### src/rtl/alu_arb.sv
// alu_arb: shares one combinational ALU between two issuing requesters.
// Round-robin arbitration with an optional ownership lock, a one-cycle
// execute stage, registered result/flag return and per-requester sticky
// overflow. Carry-in ops keep ownership so a carry chain is never split.
module alu_arb #(
    parameter int DATA_WIDTH = 16
) (
    input  logic                  clk,
    input  logic                  reset,
    input  logic [1:0]            rq_req,
    input  logic [1:0]            rq_lock,
    input  logic                  rq_log0,
    input  logic                  rq_log1,
    input  logic [1:0]            rq_hc0,
    input  logic [1:0]            rq_hc1,
    input  logic [2:0]            rq_sc0,
    input  logic [2:0]            rq_sc1,
    input  logic                  rq_sat0,
    input  logic                  rq_sat1,
    input  logic [DATA_WIDTH-1:0] rq_dtx0,
    input  logic [DATA_WIDTH-1:0] rq_dtx1,
    input  logic [DATA_WIDTH-1:0] rq_dty0,
    input  logic [DATA_WIDTH-1:0] rq_dty1,
    output logic [1:0]            rq_gnt,
    output logic [1:0]            rsp_vld,
    output logic [DATA_WIDTH-1:0] rsp_dt,
    output logic                  rsp_az,
    output logic                  rsp_an,
    output logic                  rsp_ac,
    output logic                  rsp_av,
    output logic [1:0]            sticky_av,
    input  logic [1:0]            sticky_clr,
    output logic                  ps_alu_en,
    output logic                  ps_alu_log,
    output logic [1:0]            ps_alu_hc,
    output logic [2:0]            ps_alu_sc,
    output logic                  ps_alu_sat,
    output logic [DATA_WIDTH-1:0] xb_dtx,
    output logic [DATA_WIDTH-1:0] xb_dty,
    input  logic [DATA_WIDTH-1:0] alu_xb_dt,
    input  logic                  alu_ps_az,
    input  logic                  alu_ps_an,
    input  logic                  alu_ps_ac,
    input  logic                  alu_ps_av
);

    // Arbitration state
    logic rr_ptr;
    logic lock_own;
    logic lock_id;

    // Execute stage: op loaded into the ALU last edge, result valid this cycle
    logic e_vld;
    logic e_id;
    logic e_sat;

    // Last issued control/operands, held on the buses while idle
    logic                  hold_log;
    logic [1:0]            hold_hc;
    logic [2:0]            hold_sc;
    logic [DATA_WIDTH-1:0] hold_dtx;
    logic [DATA_WIDTH-1:0] hold_dty;

    // Winner view of the current cycle
    logic                  lock_hit;
    logic                  xfer;
    logic                  win_id;
    logic                  win_log;
    logic [1:0]            win_hc;
    logic [2:0]            win_sc;
    logic                  win_sat;
    logic                  win_lock;
    logic                  win_carry;
    logic [DATA_WIDTH-1:0] win_dtx;
    logic [DATA_WIDTH-1:0] win_dty;
    logic [1:0]            sticky_set;

    assign lock_hit = lock_own & rq_req[lock_id];

    // Grant: held lock owner first, else the single requester, else rr_ptr breaks the tie
    always_comb begin
        // NOTE: rq_gnt is given a default before any branch so no path leaves it unassigned (no latch).
        rq_gnt = 2'b00;
        if (reset) begin
            if (lock_hit) begin
                rq_gnt[lock_id] = 1'b1;
            end else begin
                case (rq_req)
                    2'b01:   rq_gnt = 2'b01;
                    2'b10:   rq_gnt = 2'b10;
                    2'b11:   rq_gnt = rr_ptr ? 2'b10 : 2'b01;
                    default: rq_gnt = 2'b00;
                endcase
            end
        end
    end

    assign xfer     = |(rq_req & rq_gnt);
    assign win_id   = rq_gnt[1];
    assign win_log  = win_id ? rq_log1 : rq_log0;
    assign win_hc   = win_id ? rq_hc1  : rq_hc0;
    assign win_sc   = win_id ? rq_sc1  : rq_sc0;
    assign win_sat  = win_id ? rq_sat1 : rq_sat0;
    assign win_dtx  = win_id ? rq_dtx1 : rq_dtx0;
    assign win_dty  = win_id ? rq_dty1 : rq_dty0;
    assign win_lock = rq_lock[win_id];

    // Add/sub with carry-in (sc 010/011) must not have the other requester slip in between
    assign win_carry = ~win_log & (win_hc == 2'b00) & (win_sc[2:1] == 2'b01);

    assign ps_alu_en  = xfer;
    assign ps_alu_log = xfer ? win_log : hold_log;
    assign ps_alu_hc  = xfer ? win_hc  : hold_hc;
    assign ps_alu_sc  = xfer ? win_sc  : hold_sc;
    assign xb_dtx     = xfer ? win_dtx : hold_dtx;
    assign xb_dty     = xfer ? win_dty : hold_dty;
    assign ps_alu_sat = e_vld & e_sat;

    // Round-robin pointer and lock ownership
    // NOTE: sequential state uses non-blocking assignments so every flop samples pre-edge values.
    always_ff @(posedge clk or negedge reset) begin
        if (!reset) begin
            rr_ptr   <= 1'b0;
            lock_own <= 1'b0;
            lock_id  <= 1'b0;
        end else if (xfer) begin
            rr_ptr   <= ~win_id;
            lock_own <= win_lock | win_carry;
            lock_id  <= win_id;
        end else if (lock_own && !rq_req[lock_id]) begin
            lock_own <= 1'b0;
        end
    end

    // Keep the last issued control and operands on the ALU buses while idle
    always_ff @(posedge clk or negedge reset) begin
        if (!reset) begin
            hold_log <= 1'b0;
            hold_hc  <= 2'b00;
            hold_sc  <= 3'b000;
            hold_dtx <= '0;
            hold_dty <= '0;
        end else if (xfer) begin
            hold_log <= win_log;
            hold_hc  <= win_hc;
            hold_sc  <= win_sc;
            hold_dtx <= win_dtx;
            hold_dty <= win_dty;
        end
    end

    // Execute stage tracks which requester owns the result computed this cycle
    always_ff @(posedge clk or negedge reset) begin
        if (!reset) begin
            e_vld <= 1'b0;
            e_id  <= 1'b0;
            e_sat <= 1'b0;
        end else begin
            e_vld <= xfer;
            if (xfer) begin
                e_id  <= win_id;
                e_sat <= win_sat;
            end
        end
    end

    // Capture ALU result and flags, strobe the owning requester for one cycle
    always_ff @(posedge clk or negedge reset) begin
        if (!reset) begin
            rsp_vld <= 2'b00;
            rsp_dt  <= '0;
            rsp_az  <= 1'b0;
            rsp_an  <= 1'b0;
            rsp_ac  <= 1'b0;
            rsp_av  <= 1'b0;
        end else begin
            rsp_vld <= e_vld ? (e_id ? 2'b10 : 2'b01) : 2'b00;
            if (e_vld) begin
                rsp_dt <= alu_xb_dt;
                rsp_az <= alu_ps_az;
                rsp_an <= alu_ps_an;
                rsp_ac <= alu_ps_ac;
                rsp_av <= alu_ps_av;
            end
        end
    end

    assign sticky_set = {e_vld & e_id & alu_ps_av, e_vld & ~e_id & alu_ps_av};

    // Sticky overflow per requester; a set on the same edge as a clear wins
    always_ff @(posedge clk or negedge reset) begin
        if (!reset) begin
            sticky_av <= 2'b00;
        end else begin
            sticky_av <= sticky_set | (sticky_av & ~sticky_clr);
        end
    end

endmodule
### config.mk
export PLATFORM = sky130hd
export DESIGN_NAME = alu_arb
export DESIGN_NICKNAME = d
export VERILOG_FILES = /design/src/rtl/alu_arb.sv
export SDC_FILE = /design/constraint.sdc
export NUM_CORES = 1
export LEC_CHECK = 0
export CORE_UTILIZATION = 33
export CTS_BUF_LIST = sky130_fd_sc_hd__clkbuf_16
export DETAILED_ROUTE_END_ITERATION = 10
export PLACE_DENSITY_LB_ADDON = 0.1
export RECOVER_POWER = 50
export REMOVE_ABC_BUFFERS = 1
export SETUP_SLACK_MARGIN = 0.2
export SYNTH_ARGS = -nofsm -noshare
export SYNTH_HDL_FRONTEND = slang
export SYNTH_SLANG_ARGS = --single-unit
### constraint.sdc
create_clock -name clk -period 1.5 [get_ports clk]
set_clock_uncertainty 0.1 [all_clocks]
set_input_delay 0.15 -clock clk [delete_from_list [all_inputs] [get_ports clk]]
set_output_delay 0.15 -clock clk [all_outputs]
set_load 0.03 [all_outputs]
# After elaboration in Yosys (flattened, before gate mapping)
# Cells that the tools add are included.
# Widths: inputs -> output; s select.
# op_classes
addsub	0
multipliers	0
div	0
magnitude_cmp	3
n_eq_ne	4
shift	0
n_mux	25
n_bitwise	16
n_reduce_logical	6
# ops
operator	count
$mux 16	4
$mux 2	7
$mux 1	10
$and 1x1->1	8
$mux 3	2
$pmux 2 s3	1
$and 2x2->2	2
$eq 2x1->1 const B	2
$eq 2x2->1 const B	2
$lt 1x2->1 const B	2
$not 1->1	3
$logic_and 1x1->1	2
$logic_not 2->1	1
$not 2->2	1
$or 2x2->2	1
$reduce_bool 2->1	1
$reduce_or 2->1	1
$demux 1 s1	1
$ge 1x1->1 const B	1
$logic_not 1->1	1
$or 1x1->1	1
# totals
reg_bits	67
latchBits	0
ramBits	0
mem_bits_ro	0
inputBits	106
output_inout_bits	66
wordCells	71
mem_count	0

# Depth between registers and ports, before layout
# logic_depth
word_depth	12
mapped_depth	8
mapped_depth_nobuf	5

# Least setup slack after synthesis
# OpenSTA, ideal clock, no wires.
# synth_timing
kind	reg-to-reg
from	register, netlist name e_id
to	register hold_hc[1]
setup_ps	205
arrival_time_ps	1700
t_required_ps	1195
setup_slack_ps	-505
path_stages_with_launch	6
n_path_buf	1
cell_sequence	dfrtp_1 > mux2i_2 > a21o_1 > buf_6 > nor2_1 > nor3_1
# synth_lines
item	line_no	rtl
to (signal assigned)	145	hold_hc <= win_hc;
to (decl)	59	logic [1:0] hold_hc;

# Worst setup path after layout
# layout_timing
from	register lock_own
to	output xb_dtx[12]
# layout_via
elab_chain_len	6
word_cells_on_any_way	7
cone_classes	mux: 4; bitwise: 2; reduce/logical: 1
# layout_rtl
item	line_no	rtl
from (decl)	49	logic lock_own;
from (signal assigned)	128	lock_own <= win_lock | win_carry;
$and 1x1->1 *	78	assign lock_hit = lock_own & rq_req[lock_id];
$mux 2 *	85	if (lock_hit) begin
$mux 2 *	84	if (reset) begin
$and 2x2->2	98	assign xfer = |(rq_req & rq_gnt);
$reduce_or 2->1	98	
$mux 16 *	115	assign xb_dtx = xfer ? win_dtx : hold_dtx;
to (decl)	38	output logic [DATA_WIDTH-1:0] xb_dtx,
# Mark *: on every way between the ends. The rest lies on a longest branch, timed or not.

==> metrics.yaml <==
status:
  status: "complete, but fails checks"
  failed_checks: "negative setup slack"
synth:
  synth.yosys.seq_area_share: 0.599
  ys_warn_count: 0
  synthTopCellsByArea: "dfrtp_1 (60%), a222oi_1 (12%), mux2_2 (8.1%), inv_1 (5.2%), buf_6 (1.6%)"
  synth_edf_count: 0
  syn-mean-instance-area_sq_um: 12.3
  syn_inst: 227
  yosys-top-cells-count: "dfrtp_1 (67), inv_1 (39), a222oi_1 (34), mux2_2 (20), nor2_1 (8)"
  ys_ff_latch: 67
  ys.flop_type: "dfrtp_1"
  netlist_area_sq_um: 2800
  synthArstFlopShare: 1.00
  netlist.area_leader.share: 0.599
  yosys.area.top_type: "dfrtp_1"
  synth.distinct_cells: 30
  synth.most_common_cell: "dfrtp_1"
run:
  max_cap_viol_count: 0
worst_setup_path:
  crit_arrival_ps: 2050
  path_max_fanout: 28
  slowest_delay_ps: 400
  worst_path_max_delay_cell: "dfrtp_1"
  end_kind: "output pin"
  worstPathRequired_ps: 1250
  crit_chain: "mux2i_2 -> buf_4 -> o21bai_4 -> inv_2 -> buf_12 -> a222oi_1 -> inv_1 -> buf_6"
  crit_path_start_kind: "flip-flop"
  criticalPathCategory: "reg2out"
cts:
  cts_tree: "yes"
  cts_sinks: 67
  cts_buffer_depth: 2
  cts_buffers: 9
  htreeDepth: 3
  cts.clk_slew.worst_paths_ps: 50
  clock_latency_ps: 320
  clock-root-buffer: "clkbuf_16"
route:
  via_count: 2882
  first_pass_iters: 6
  drt_iter0_markers: 205
  drc: 0
  routed_wl_um: 9470
  wl_per_cell_um: 16.2
  antenna_left: 0
  vias_per_cell: 4.93
sta:
  fin_crit_ps: 2300
  rsz0062_at_grt: "true"
  whs_ps: 279
  slew-limit-headroom: 0.458
  period_share: 1.54
  fin_ws_ps: -803
  finalHoldViolCount: 0
  fmax_mhz: 434
  setup_violations: 82
  slew_violations: 0
  worst_slew_pin_slew_ps: 813
grt:
  grt_max_degree: 53
  antenna_found_initial: 0
  grt_busiest_layer: "met2"
  grt_usage: 0.206
  grt_remaining_overflow: 0
  grt_first_pass_wirelength_um: 13800
  grt_pass1_vias: 2896
  met3_usage: 0.0566
  grtUsageMet2: 0.352
  gr-usage-met1: 0.248
pwr:
  power_density_nw_per_um2: 1260
  max-vdd-ir-drop_uv: 722
  power_leakage_nw: 2.69
placed_design:
  dpl.cell_count: 525
  dpl_cell_area_sq_um: 4750
  portBuffers: 171
  gp_congestion: 0.844
  place_hpwl_um: 5950
die:
  die_w_um: 94.1
  die_height_um: 94.1
  io_pins: 172
  rows: 33
  core_sq_um: 8220
  start_util: 0.340
  dieArea_sq_um: 8850
final_layout:
  areaGrowthSynthToFinish_pct: 102
  register_area_sq_um: 1680
  drive_above_1_share: 0.404
  nets: 582
  finalNonFillerCells: 585
  multi_input_area_sq_um: 955
  fill_cells: 669
  diodes: 0
  fin_area_sq_um: 5640
min_path:
  hold_class: "in2reg"
[cell usage in the layout, fill, tap and decap left out, types with 3 or more instances in the layout]
cell type / count
buf_12: 3
clkdlybuf4s15_2: 8
o22ai_2: 4
clkbuf_2: 14
clkdlybuf4s50_1: 102
nor2_1: 5
o22a_1: 4
buf_4: 66
buf_6: 47
nand2_1: 7
inv_1: 39
o21ai_0: 4
clkbuf_1: 4
a222oi_1: 34
mux2_2: 20
dfrtp_1: 67
clkbuf_16: 11
[kinds of logic after synthesis]
group | after synthesis | share of synthesized area
and+or+nand+nor | 29 | 0.0492
muxes | 21 | 0.0854
AOI/OAI and AO/OA | 53 | 0.174
DFF | 67 | 0.599
buffers and inverters | 57 | 0.0926
[metal layers]
layer / up-vias / routed length [um]
li1: 1344 / -
met1: 1414 / 3850
met2: 111 / 4840
met3: 13 / 669
met4: 0 / 106
met5: - / 0
[per-stage QoR]
step                utilization  power (W)  worst slack [ps]  setup TNS [ps]
detailed placement        0.578    0.00449              -751          -43320
global placement          0.578    0.00446              -740          -41980
global route              0.687    0.00744              -930          -51760
CTS                       0.670    0.00698              -790          -41950
floorplan                     -    0.00332              -701          -30770
finish                    0.687    0.00711              -803          -43020
[flip-flops by register name, indices dropped and copies added, names as in the netlist]
| register | cells |
|---|---|
| hold_dty | 16 |
| hold_sc | 3 |
| e_sat | 1 |
| rsp_an | 1 |
| rsp_dt | 16 |
| rsp_az | 1 |
| hold_dtx | 16 |
| lock_own | 1 |
| e_vld | 1 |
| rr_ptr | 1 |
| e_id | 1 |
| hold_hc | 2 |
| rsp_av | 1 |
| sticky_av | 2 |
| rsp_ac | 1 |
| hold_log | 1 |
| rsp_vld | 2 |
[area by class of cell]
cell class,instances,area share
clock buffers,9,0.0399
clock inverters,6,0.0144
inverters,41,0.0286
multi-input cells,103,0.169
flip-flops and latches,67,0.297
well taps,105,0.0233
repair buffers,254,0.427
[where the power goes]
group	switching, W	leakage [nW]	total [W]	internal [W]
Sequential	0.000118	0.811	0.00223	0.00211
Combinational	0.00131	1.73	0.00271	0.00140
Clock	0.000741	0.149	0.00217	0.00143
[final timing paths]
kind	from	to	slack [ps]	cells after the start
min in group asynchronous	reset	hold_log	300	3
worst min register to register	rsp_dt[2]	rsp_dt[2]	400	1
max in group asynchronous	reset	hold_dty[7]	260	3
worst max-delay path	lock_own	xb_dtx[12]	-800	8
worst min-delay path	rq_req[1]	hold_hc[1]	280	3
worst max register to register	lock_own	hold_dtx[9]	-710	11
[what timing repair did]
item / CTS / global route
cloned: 0 / 3
resized for setup: 110 / 41
endpoints found under the hold margin: 67 / 0
hold buffers: 3 / 0
pin swaps: 15 / 19
setup buffers: 28 / 11
endpoints found under the setup margin: 107 / 147
[worst max-delay path, delay by kind of cell (launching register included)]
family	cells	cell delay (ps)
flops	1	400
compound gates	2	490
mux	1	180
buf+inv	5	660
(Power assumes the default switching activity.)
